<file path="config.mk">
export PLATFORM = sky130hd
export DESIGN_NAME = path_stream_sched
export DESIGN_NICKNAME = d
export VERILOG_FILES = /design/src/rtl/path_stream_sched.sv
export SDC_FILE = /design/constraint.sdc
export NUM_CORES = 1
export LEC_CHECK = 0
export ABC_CLOCK_PERIOD_IN_PS = 3000
export CORE_AREA = 3 3 159 161
export DETAILED_ROUTE_END_ITERATION = 10
export DIE_AREA = 0 0 162 164
export PLACE_DENSITY = 0.69
export RECOVER_POWER = 25
export SLEW_MARGIN = 20
export SYNTH_ARGS = -nofsm -noshare
export SYNTH_HDL_FRONTEND = slang
export SYNTH_SLANG_ARGS = --single-unit
</file>
<file path="constraint.sdc">
create_clock -name clk -period 3 [get_ports clk]
set_clock_uncertainty 0.1 [all_clocks]
set_input_delay 0.45 -clock clk [delete_from_list [all_inputs] [get_ports clk]]
set_output_delay 0.45 -clock clk [all_outputs]
set_load 0.01 [all_outputs]
</file>
<file path="src/rtl/path_stream_sched.sv">
// Ping-pong path buffer between the path generator and the pricer: captures
// DAY-sample paths, streams them one sample per cycle with replay, counts N acks.
module path_stream_sched #(
    parameter int DAY = 8,
    parameter int N   = 256,
    parameter int W   = 12
) (
    input  logic               clk,
    input  logic               rst_n,
    input  logic               start,
    input  logic               gen_valid,
    input  logic [W-1:0]       gen_path,
    output logic               gen_hold,
    output logic               out_valid,
    output logic [W-1:0]       out_path,
    output logic               out_last,
    input  logic               resend,
    input  logic               prc_ack,
    output logic [$clog2(N):0] path_cnt,
    output logic               busy,
    output logic               done
);
    localparam int IW = $clog2(DAY);
    localparam int CW = $clog2(N) + 1;
    localparam logic [IW-1:0] LAST_IDX = IW'(DAY - 1);
    localparam logic [CW-1:0] N_CNT    = CW'(N);

    localparam logic [1:0] R_IDLE = 2'd0;
    localparam logic [1:0] R_SEND = 2'd1;
    localparam logic [1:0] R_WAIT = 2'd2;
    localparam logic [1:0] R_DONE = 2'd3;

    logic [1:0][DAY-1:0][W-1:0] mem;
    logic [1:0]    full;
    logic          wr_bank, rd_bank;
    logic [IW-1:0] wr_idx, rd_idx, rd_nxt;
    logic [CW-1:0] cnt_nxt;
    logic [1:0]    state;
    logic          wr_en, go_send;

    assign gen_hold = !busy || full[wr_bank];
    assign wr_en    = gen_valid && !gen_hold;
    assign rd_nxt   = rd_idx + 1'b1;
    assign cnt_nxt  = path_cnt + 1'b1;
    // Replay beats everything else; otherwise an idle reader picks up a full bank.
    assign go_send  = (resend && (state == R_SEND || state == R_WAIT)) ||
                      (state == R_IDLE && busy && full[rd_bank]);

    // Sample storage needs no reset: the full flags say what is valid.
    always_ff @(posedge clk) begin
        if (wr_en) mem[wr_bank][wr_idx] <= gen_path;
    end

    always_ff @(posedge clk or negedge rst_n) begin
        if (!rst_n) begin
            full      <= '0;
            wr_bank   <= 1'b0;
            rd_bank   <= 1'b0;
            wr_idx    <= '0;
            rd_idx    <= '0;
            path_cnt  <= '0;
            state     <= R_IDLE;
            busy      <= 1'b0;
            done      <= 1'b0;
            out_valid <= 1'b0;
            out_path  <= '0;
            out_last  <= 1'b0;
        end else if (start) begin
            full      <= '0;
            wr_bank   <= 1'b0;
            rd_bank   <= 1'b0;
            wr_idx    <= '0;
            rd_idx    <= '0;
            path_cnt  <= '0;
            state     <= R_IDLE;
            busy      <= 1'b1;
            done      <= 1'b0;
            out_valid <= 1'b0;
            out_path  <= '0;
            out_last  <= 1'b0;
        end else begin
            if (wr_en) begin
                wr_idx <= wr_idx + 1'b1;
                if (wr_idx == LAST_IDX) begin
                    full[wr_bank] <= 1'b1;
                    wr_bank       <= ~wr_bank;
                end
            end

            if (go_send) begin
                state     <= R_SEND;
                rd_idx    <= '0;
                out_valid <= 1'b1;
                out_path  <= mem[rd_bank][0];
                out_last  <= 1'b0;
            end else begin
                case (state)
                    R_SEND: begin
                        if (rd_idx == LAST_IDX) begin
                            state     <= R_WAIT;
                            out_valid <= 1'b0;
                            out_path  <= '0;
                            out_last  <= 1'b0;
                        end else begin
                            rd_idx   <= rd_nxt;
                            out_path <= mem[rd_bank][rd_nxt];
                            out_last <= (rd_nxt == LAST_IDX);
                        end
                    end
                    R_WAIT: begin
                        // The writer is held off this bank while full, so this clear never races a fill.
                        if (prc_ack) begin
                            full[rd_bank] <= 1'b0;
                            rd_bank       <= ~rd_bank;
                            path_cnt      <= cnt_nxt;
                            if (cnt_nxt == N_CNT) begin
                                state <= R_DONE;
                                busy  <= 1'b0;
                                done  <= 1'b1;
                            end else begin
                                state <= R_IDLE;
                            end
                        end
                    end
                    default: ;
                endcase
            end
        end
    end
endmodule

</file>
==> results of run 1 <==
==> path summary, 6_finish.rpt <==
kind                               start     endpoint  slack, ns
worst max-delay path            state[0]  out_path[3]       0.56
worst max register to register  state[0]  out_path[3]       0.56
worst min register to register      done         done       0.41
min in group asynchronous          rst_n     out_last       0.52
max in group asynchronous          rst_n      rd_bank       1.62
worst min-delay path                done         done       0.41
==> area by class of cell <==
type / count / area share
tap: 324 / 0.0365
clock inverter: 14 / 0.00923
multi-input combinational: 304 / 0.241
timing repair buffer: 68 / 0.0576
clock buffer: 25 / 0.0505
inverter: 8 / 0.00270
sequential: 229 / 0.602
==> worst max-delay path: stages (launching register included) <==
cell and delay (ns):
dfrtp_1 0.38, inv_1 0.07, ha_1 0.32, and2_1 0.21, a311o_1 0.44, nand2b_1 0.46, nor2_1 0.22, o22ai_1 0.11
==> metrics by stage <==
step | setup slack (ns) | total power [µW] | area (µm²) | hold slack, ns
floorplan | 0.154 | 4790 | 9510 | 0.0544
global placement | 0.575 | 5300 | 10400 | 0.401
detailed placement | 0.551 | 5340 | 10400 | 0.407
CTS | 0.571 | 7900 | 11100 | 0.415
global route | 0.419 | 8160 | 11100 | 0.463
finish | 0.556 | 7840 | 11100 | 0.409
==> cells in the final DEF, fill, tap and decap left out, drive strengths merged, types with 2 or more instances in the layout <==
cell type,synthesis,final
edfxtp,192,192
nand2,58,58
nor2,49,49
mux4,48,48
dfrtp,37,37
clkdlybuf4s50,0,34
mux2i,28,28
clkbuf,13,25
buf,17,25
o22ai,13,13
a31oi,13,13
a2bb2oi,12,12
a21oi,11,11
clkinv,0,11
ha,10,10
dlygate4sd3,0,9
nand3,8,8
xor2,8,8
inv,8,8
nor3,8,8
nand2b,6,6
nand4,5,5
xnor2,4,4
and3,3,3
a211oi,3,3
a21boi,2,2
o21ai,2,2
nor4,2,2
clkinvlp,0,2
==> logic make-up (layout without fill, tap and decap cells) <==
logic type / count (synthesis) / count (layout)
AO/OA/AOI/OAI: 59 / 59
AND/OR/NAND/NOR: 146 / 146
XOR/XNOR: 12 / 12
buffers and inverters: 38 / 115
flip-flops: 229 / 229
multiplexers: 77 / 77
adder cells (fa/ha/maj): 10 / 10
==> power by group <==
| group | internal (µW) | total, µW | switching [µW] |
|---|---|---|---|
| Clock | 1430 | 2560 | 1130 |
| Sequential | 3580 | 3690 | 112 |
| Combinational | 760 | 1580 | 822 |
| Total | 5770 | 7840 | 2070 |
==> flip-flops by register name, summed over array words and instances (netlist names) <==
name / flops
wr_idx: 3
full: 2
state: 2
wr_bank: 1
busy: 1
out_path: 12
rd_bank: 1
mem: 192
path_cnt: 9
out_valid: 1
rd_idx: 3
done: 1
out_last: 1
==> routing by layer <==
| layer | vias to the layer above | GRT usage | routed length [µm] |
|---|---|---|---|
| li1 | 2350 | - | - |
| met1 | 2738 | 0.197 | 8240 |
| met2 | 173 | 0.249 | 9460 |
| met3 | 33 | 0.0237 | 1350 |
| met4 | 0 | 0.0461 | 427 |
| met5 | - | 0 | 0 |
==> what timing repair did <==
item	CTS	global route
endpoints found under the hold margin	37	0
setup buffers	0	0
hold buffers	1	0
==> results.md, run 1 <==
- Counting every net in the synthesized netlist gives 599.
- The TritonCTS sink count is 229.
- The initial utilization of the core area, before any placement, comes to 0.394.
- Synthesis inferred 229 register bits.
- The buffer levels on the longest clock path is 3.
- The die outline height is 164 µm.
- The number of global-route vias before repair came to 5,542.
- The most frequent cell after synthesis is edfxtp_1.
- The number of search-and-repair iterations in the first detailed-routing pass is 5.
- During I/O placement, the number of pins put on the boundary was 44.
- Of the total synthesized cell area, the portion taken by XOR and XNOR cells is 0.0111.
- The worst-case IR drop observed on VDD is 0.000408 V.
- The leading register cell type out of synthesis is edfxtp_1.
- For this block, the routed nets add up to 19,500 µm of wire.
- The width of the die is 162 µm.
- The number of maximum-capacitance constraint violations is 0.
- The count of final hold-check violations is 0.
- In this run the tightest slew margin relative to its limit is 0.409.
- The fraction of registers with async set/reset is 0.162.
- edfxtp_1 takes more of the synthesized area than any other cell.
- TritonCTS built the clock tree.
- Setup repair after global routing left no endpoint under its margin.
- The smallest clock period supported by the final layout is computed as 2.44 ns.
- The Yosys warning count is 0.
- The number of placed instances, taps included, is 932.
- The max-slew violation count came to 0.
- Dividing the synthesized area by the synthesized cell count gives 16.6 µm².
- After synthesis the cells add up to 9510 µm².
- The path class of the lowest-slack min-delay path is reg -> reg.
- The kind of critical path is reg -> reg.
- Along the worst hold path, the cell count comes to 2.
- The antenna diode count is 0.
- The post-synthesis share of cell area spent on full adders, half adders and majority gates is 0.0132.
- For this run, design rule violations remaining after detail routing come to 0.
- The floorplan has 57 rows.
- The number of fill cells is 2,080.
- The half-perimeter wire length after placement is 11,900 µm.
- Timing would allow up to 409 MHz.
- By area the synthesized netlist is led by edfxtp_1 (61%), mux4_2 (11%), dfrtp_1 (9.7%).
- The slew of the pin with the lowest slew margin is 0.886 ns.
- Data on the critical path is required at its endpoint by 3.28 ns.
- The final-layout setup total negative slack is 0 ns.
- Of the total synthesized cell area, the portion taken by AND, OR, NAND and NOR gates is 0.0678.
- The number of antenna violations at the first check in global routing is 0.
- The number of port buffers is 43.
- The largest net degree at the start of global routing is 64.
- At the worst endpoint, the arrival time is 2.72 ns.
- The post-route clock period utilization is 0.815.
- In this run the static leakage power is 0.00383 µW.
- The run finished with clean final reports.
- The number of enable-type register cells in the synthesized netlist is 192.
- The area overhead of the layout relative to synthesis is 17.0%.
- The number of distinct library cell variants in the gate-level netlist after synthesis is 39.
- In the final routed layout, each cell accounts on average for 20.0 µm.
- The commonest cells after synthesis are edfxtp_1 (192), nand2_1 (58), nor2_1 (49).
- The register area is 6700 µm².
- In this run the number of H-tree levels came out at 1.
- The global placement routability congestion is 0.796.
- STA classifies the critical path startpoint as a register.
- The fraction of the mapped netlist area in compound gates was 0.0417.
- After detailed routing, the number of vias per cell comes to 5.45.
- In this run the remaining antenna-violating nets after routing total 0.
- The sequential cell area fraction in the yosys report is 0.704.
- The share of post-route cells with drive strength above 1 is 0.176.
- For this run, the total global-route usage over all layers was measured as 0.147.
- In the final layout, the multi-input gates occupy 2690 µm².
- Synthesis produced a netlist whose cell count is 571.
- The clock latency at the later pin of the worst-skew pair is 0.51 ns.
- The total number of vias is 5,294.
- Clock-pin slew was measured on the worst setup and hold paths at 0.06 ns.
- The cell sitting at the root of the clock tree is a clkbuf_16.
- The net count reported at finish is 661.
- In this run, CTS created clock tree buffers numbering 22.
- The worst setup path is captured at a register.
- The final instance count without filler cells is 972.
- The floorplan step defined a core boundary enclosing 24,100 µm².
- The utilization after layout is 0.461.
- The number of cells on the worst reg-to-reg path is 7.
- The count of cells resized by post-cts repair is 0.
- The share of the synthesized area in the top cell type is 0.606.
- Setup violations remaining at the end of the flow were counted as 0.
- The main combinational cell family by area after synthesis is multiplexers.
- The detailed router finished its first iteration with 529 violations.
- For this design the ratio of total power to cell area is 705 nW/µm².
- After synthesis, the share of cell area in mux cells is 0.145.
- The die covers 26,600 µm².
- Of all nets on the critical path, the largest fanout is 14.
- The total global routing overflow is 0.
- The first global-routing pass estimated 30,500 µm of wire.
Power figures use the tool's default switching activity.
==> run 2, diff against run 1 <==
ABC_CLOCK_PERIOD_IN_PS = 2440   (was 3000)
PLACE_DENSITY = 0.67   (was 0.69)
clock period = 2.44 ns   (was 3 ns; I/O delays follow)
==> run 2 against run 1 <==
Effect of this change: sequential cell count stayed put; critical path type is now reg -> out; via count decreased by 1.3%; clock power increased by 43%; largest power group unchanged.
==> results.md, run 2 (synthesis gave the netlist of run 1 again) <==
- The CTS tree is yes (unchanged).
- The max-slew violation count is 0 (unchanged).
- The clock latency at the later pin of the worst-skew pair came to 0.52 ns (was 0.51 ns).
- The nature of the critical path startpoint is a register (unchanged).
- The post-CTS setup-driven buffer insertion count is 0 (unchanged).
- The power density of the placed cells is 888 nW/µm² (was 705 nW/µm²).
- The number of endpoints failing setup at the final stage is 0 (unchanged).
- The number of global-route vias before repair was 5,543 (was 5,542).
- The worst ir drop on vdd is 0.000564 V (was 0.000408 V).
- Commonest cells after routing, fill and taps aside: edfxtp_1 (192), nand2_1 (58), nor2_1 (49) (unchanged).
- The type of destination of the critical path was an output pin (was register).
- The routed length per placed instance is 20.3 µm (was 20.0 µm).
- The delay of the slowest cell on the worst path is 0.49 ns (was 0.46 ns).
- The most common library cell in the layout ignoring fill and taps is edfxtp_1 (unchanged).
- The static power due to leakage is 0.00400 µW (was 0.00383 µW).
- The half-perimeter wire length after placement is 12,700 µm (was 11,900 µm).
- The utilization after layout was 0.477 (was 0.461).
- The kind of critical path is reg -> out (was reg -> reg).
- The number of port buffers came to 43 (unchanged).
- The number of maximum-capacitance constraint violations is 0 (unchanged).
- The global placement routability congestion is 0.780 (was 0.796).
- The die outline height is 164 µm (unchanged).
- The number of fill cells is 2,010 (was 2,080).
- The number of flip-flops in the largest register is 192 (unchanged).
- The number of routed nets with antenna violations was 0 (unchanged).
- The data arrival time of the worst path is 1.82 ns (was 2.72 ns).
- The starting density of the core is 0.394 (unchanged).
- The post-route worst hold slack was 0.350 ns (was 0.409 ns).
- The count of final hold-check violations is 0 (unchanged).
- The path class of the lowest-slack min-delay path is in -> async (was reg -> reg).
- The number of search-and-repair iterations in the first detailed-routing pass is 5 (unchanged).
- The core outline area is 24,100 µm² (unchanged).
- Largest registers in the final layout: mem (192), out_path (12), path_cnt (9) (unchanged).
- The number of antenna violations at the first check in global routing is 0 (unchanged).
- The number of cells traversed by the worst register-to-register path was 7 (unchanged).
- The logic depth of the worst setup path including buffers is 3 (was 7).
- Unrepaired setup endpoints after global routing: false (unchanged).
- Outcome: complete, no violations (unchanged).
- The minimum period implied by the final worst setup slack is 2.28 ns.
- The TritonCTS sink count is 229 (unchanged).
- The total number of vias was 5,224 (was 5,294).
- The endpoint required time on the critical path is 1.97 ns (was 3.28 ns).
- Timing would allow up to 438 MHz.
- The share of post-route cells with drive strength above 1 is 0.204 (was 0.176).
- The total buffers and inverters traversed by the critical path is 1 (unchanged).
- The largest net degree at the start of global routing is 34 (was 64).
- The total wire length is 20,100 µm (was 19,500 µm).
- The antenna diode count came to 0 (unchanged).
- The final-layout setup total negative slack was 0 ns (unchanged).
- The largest fanout on the critical path is 5 (was 14).
- The gate family responsible for the most delay along the worst path is buffers and inverters (was simple AND/OR/NAND/NOR gates).
- The worst max-slew margin expressed relative to the limit is 0.510 (was 0.409).
- The I/O pin count is 44 (unchanged).
- The instance area after placement is 10,700 µm² (was 10,400 µm²).
- The total routing usage reported by global routing is 0.153 (was 0.147).
- The via count normalized by instance count is 5.30 (was 5.45).
- The cell at the root of the clock tree is clkbuf_16 (unchanged).
- The final non-filler cell area is 11,500 µm² (was 11,100 µm²).
- The CTS buffer count was 24 (was 22).
- The global-route wire length before repair is 31,500 µm (was 30,500 µm).
- The cell count after placement is 943 (was 932).
- The buffer levels on the longest clock path was 3 (unchanged).
- The register clock-pin slew on the reported worst setup and hold paths came to 0.06 ns (about the same).
- The cell with the biggest individual delay on the critical path was clkdlybuf4s50_1 (was nand2b_1).
- The net count reported at finish was 674 (was 661).
- The largest register by flop count is mem (unchanged).
- The area overhead of the layout relative to synthesis came to 21.0% (was 17.0%).
- Dividing the final minimum period by the clock period gives 0.935.
- The DRC violations left is 0 (unchanged).
- The final instance count without filler cells is 986 (was 972).
- The full die area is 26,600 µm² (unchanged).
- The total global routing overflow is 0 (unchanged).
- The total number of H-tree levels came to 1 (unchanged).
- The slew of the pin with the lowest slew margin is 0.736 ns (was 0.886 ns).
- The count of standard-cell rows is 57 (unchanged).
- Critical path, cell by cell: mux2i_1, nand2_1, clkdlybuf4s50_1 (was inv_1, ha_1, and2_1, a311o_1, nand2b_1, nor2_1, o22ai_1).
- The width of the die is 162 µm (unchanged).
- The violation count after the first detailed-routing iteration came to 338 (was 529).
-- run 2: cell count changes in the layout (fill, tap and decap cells not counted), moves of 3 or more --
| cell | delta |
|---|---|
| buf_12 | +11 |
| bufinv_16 | +3 |
| clkbuf_1 | +3 |
| clkinv_1 | -4 |
| nor3_1 | -5 |
| nor3_2 | +5 |
-- run 2: path summary, 6_finish.rpt --
path,start,endpoint,slack [ns]
setup / recovery,wr_bank,gen_hold,0.16
max in group asynchronous,rst_n,path_cnt[8],1.28
hold reg to reg,done,done,0.43
min in group clk,done,done,0.43
setup reg to reg,state[0],out_path[9],0.16
hold / removal,rst_n,out_path[0],0.35
-- run 2: final cells by class --
type / instances / area [µm²] / area share
clock buffers: 30 / 623 / 0.0542
clock inverters: 12 / 171 / 0.0149
inverters: 8 / 30.0 / 0.00261
multi-input cells: 304 / 2710 / 0.236
flip-flops and latches: 229 / 6700 / 0.582
well taps: 324 / 405 / 0.0353
repair buffers: 79 / 861 / 0.0749
-- run 2: per-layer routing --
metal,part of all wire,wire [µm],global-route usage,up-vias
li1,-,-,-,2386
met1,0.44,8790,0.205,2681
met2,0.49,9910,0.256,128
met3,0.052,1050,0.0300,29
met4,0.015,308,0.0415,0
met5,0,0,0,-
-- run 2: per-stage QoR --
stage	power, µW	setup WS (ns)
5_1_grt	10700	0.0660
2_1_floorplan	5890	-0.114
4_1_cts	10300	0.119
6_report	10200	0.158
3_3_place_gp	6600	0.166
3_5_place_dp	6660	0.110
-- run 2: power breakdown --
group	switching [µW]	internal [µW]	total, µW
Combinational	1040	999	2040
Clock	1410	2230	3650
Sequential	129	4400	4530
Total	2580	7630	10200
-- run 2: timing repair --
item                                   4_1_cts  5_1_grt
endpoints found under the hold margin       29        0
resized for setup                            0        1
setup endpoints to repair                    0        1
hold buffers                                 1        0
==> run 3, diff against run 2 <==
CELL_PAD_IN_SITES_DETAIL_PLACEMENT = 1   (was default)
CELL_PAD_IN_SITES_GLOBAL_PLACEMENT = 1   (was default)
PLACE_DENSITY = 0.74   (was 0.67)
SKIP_CTS_REPAIR_TIMING = 1   (was default)
==> run 3 against run 2 <==
Effect of this change: count of clock-buffer cells in the layout increased by 1; worst hold slack improved by 0.061 ns; cell count decreased by 0.30%; worst setup slack got worse by 0.079 ns; total power increased by 0.33%; register-to-register slack got worse by 0.08 ns; critical path type is now reg -> reg; largest power group unchanged.
==> results.md, run 3 (synthesis gave the netlist of run 1 again) <==
- The proportion of power drawn by combinational gates is 0.208 (was 0.200).
- The count of standard-cell rows is 57 (unchanged).
- The worst max-slew margin expressed relative to the limit came to 0.393 (was 0.510).
- The number of maximum-capacitance constraint violations was 0 (unchanged).
- Commonest cells after routing, fill and taps aside: edfxtp_1 (192), nand2_1 (58), nor2_1 (49) (unchanged).
- The slew of the pin with the lowest slew margin came to 0.911 ns (was 0.736 ns).
- Largest registers in the final layout: mem (192), out_path (12), path_cnt (9) (unchanged).
- The number of port buffers is 43 (unchanged).
- The worst ir drop on vdd was 0.000463 V (was 0.000564 V).
- The share of post-route cells with drive strength above 1 is 0.194 (was 0.204).
- The number of endpoints failing setup at the final stage came to 0 (unchanged).
- The full die area is 26,600 µm² (unchanged).
- The violation count after the first detailed-routing iteration is 436 (was 338).
- The data arrival time of the worst path is 2.69 ns (was 1.82 ns).
- The max-slew violation count came to 0 (unchanged).
- The clock latency at the later pin of the worst-skew pair was 0.53 ns (was 0.52 ns).
- The path class of the lowest-slack min-delay path was in -> async (unchanged).
- The top layer reached by signal wires is met4 (unchanged).
- The TritonCTS sink count is 229 (unchanged).
- The part of the total power dissipated in sequential elements is 0.442 (was 0.443).
- The number of routed nets with antenna violations was 0 (unchanged).
- The total wire length came to 23,100 µm (was 20,100 µm).
- The most common library cell in the layout ignoring fill and taps was edfxtp_1 (unchanged).
- The total number of vias is 5,467 (was 5,224).
- The starting density of the core is 0.394 (unchanged).
- The pre-CTS worst setup slack is -0.0992 ns (was 0.110 ns).
- The post-route clock period utilization is 0.967 (was 0.935).
- The gate family responsible for the most delay along the worst path is compound AO/OA/AOI/OAI gates (was buffers and inverters).
- The global placement routability congestion is 0.768 (was 0.780).
- The number of global-route vias before repair is 5,936 (was 5,543).
- The number of cells traversed by the worst register-to-register path was 5 (was 7).
- The count of final hold-check violations is 0 (unchanged).
- The total number of H-tree levels is 1 (unchanged).
- Unrepaired setup endpoints after global routing: false (unchanged).
- The die outline height is 164 µm (unchanged).
- The antenna diode count came to 0 (unchanged).
- The net count reported at finish is 669 (was 674).
- The final-layout setup total negative slack is 0 ns (unchanged).
- The final non-filler cell area came to 11,400 µm² (was 11,500 µm²).
- The power density of the placed cells is 902 nW/µm² (was 888 nW/µm²).
- The utilization after layout is 0.471 (was 0.477).
- The delay of the slowest cell on the worst path was 0.49 ns (about the same).
- The worst path setup slack after routing was 0.0795 ns (was 0.158 ns).
- The minimum period implied by the final worst setup slack was 2.36 ns (was 2.28 ns).
- The global-route wire length before repair is 35,700 µm (was 31,500 µm).
- The number of antenna violations at the first check in global routing is 0 (unchanged).
- The register clock-pin slew on the reported worst setup and hold paths is 0.06 ns (about the same).
- The power consumption is 10,200 µW (about the same).
- The nature of the critical path startpoint is a register (unchanged).
- The number of search-and-repair iterations in the first detailed-routing pass is 4 (was 5).
- The maximum clock frequency is 424 MHz (was 438 MHz).
- The type of destination of the critical path is a register (was output pin).
- The DRC violations left is 0 (unchanged).
- The cell at the root of the clock tree is clkbuf_16 (unchanged).
- The met2 wire length is 12,000 µm (was 9910 µm).
- The routed length per placed instance was 23.5 µm (was 20.3 µm).
- The static power due to leakage is 0.00393 µW (was 0.00400 µW).
- Critical path, cell by cell: mux2_4, a311o_2, or3_4, a2bb2oi_1, o22ai_1 (was mux2i_1, nand2_1, clkdlybuf4s50_1).
- The total global routing overflow was 0 (unchanged).
- The half-perimeter wire length after placement came to 14,400 µm (was 12,700 µm).
- The buffer levels on the longest clock path is 3 (unchanged).
- The kind of critical path is reg -> reg (was reg -> out).
- The width of the die is 162 µm (unchanged).
- The core outline area is 24,100 µm² (unchanged).
- The cell with the biggest individual delay on the critical path is dfrtp_4 (was clkdlybuf4s50_1).
- The routed wire length on met3 is 1100 µm (was 1050 µm).
- The instance area after placement is 10,500 µm² (was 10,700 µm²).
- The CTS buffer count was 25 (was 24).
- The total routing usage reported by global routing is 0.174 (was 0.153).
- The largest fanout on the critical path is 8 (was 5).
- The part of the total power dissipated in the clock network was 0.349 (was 0.357).
- The CTS tree is yes (unchanged).
- The register-to-register setup slack is 0.08 ns (was 0.16 ns).
- The launch point of the worst path is rd_bank (was wr_bank).
- The via count normalized by instance count is 5.56 (was 5.30).
- The met1 layer wirelength in the final routing is 9750 µm (was 8790 µm).
- The design internal power is 7490 µW (was 7630 µW).
- The area overhead of the layout relative to synthesis is 19.5% (was 21.0%).
- The largest net degree at the start of global routing is 64 (was 34).
- The switching power is 2760 µW (was 2580 µW).
- Outcome: complete, no violations (unchanged).
- The reg-to-reg critical path endpoint is out_path[2] (was out_path[9]).
- The endpoint required time on the critical path is 2.77 ns (was 1.97 ns).
- The number of flip-flops in the largest register was 192 (unchanged).
- The switching portion of total power is 0.269 (was 0.253).
- The total buffers and inverters traversed by the critical path is 0 (was 1).
- The startpoint of the lowest-slack register-to-register path is rd_bank (was state[0]).
- The largest register by flop count is mem (unchanged).
- The I/O pin count is 44 (unchanged).
[run 3: cell count changes in the layout (fill, tap and decap cells not counted), moves of 2 or more]
cell,change
clkinv_1,+5
buf_12,-6
bufinv_16,-2
nor3_2,-3
nor3_1,+3
[run 3: routing by layer]
layer | GRT usage | up-vias
li1 | - | 2375
met1 | 0.233 | 2904
met2 | 0.306 | 163
met3 | 0.0217 | 25
met4 | 0.0415 | 0
met5 | 0 | -
[run 3: worst max-delay path by stage]
stage	to	slack, ns	cells past startpoint
floorplan	mem[24]	-0.11	5
global placement	out_last	0.11	6
detailed placement	out_path[2]	-0.1	7
CTS	out_path[2]	-0.12	7
global route	state[0]	0.009	7
finish	out_path[2]	0.08	5
[run 3: per-stage QoR]
step | hold WS (ns) | std cells
floorplan | -0.0296 | 571
global placement | 0.406 | 936
detailed placement | 0.417 | 936
CTS | -0.112 | 981
global route | 0.452 | 983
finish | 0.411 | 983
[run 3: area by class of cell]
type / count / area, µm²
multi-input cells: 305 / 2730
clock buffers: 31 / 648
repair buffers: 72 / 733
fillers: 2351 / 12700
inverters: 8 / 30.0
clock inverters: 14 / 125
flip-flops and latches: 229 / 6700
well taps: 324 / 405
[run 3: worst register-to-register path: cells and delay by family (launching register included)]
family             cells  cell delay, ns
DFF                    1            0.49
and+or+nand+nor        1            0.49
AOI/OAI and AO/OA      3            0.85
muxes                  1            0.34
[run 3: power by group through the flow]
stage	clock network [µW]	registers (µW)	logic (µW)
after CTS	3660	4530	2120
after global routing	3820	4550	2300
after floorplan	0	4610	1280
final	3580	4540	2130
after detailed placement	0	4610	2090
after global placement	0	4590	2000
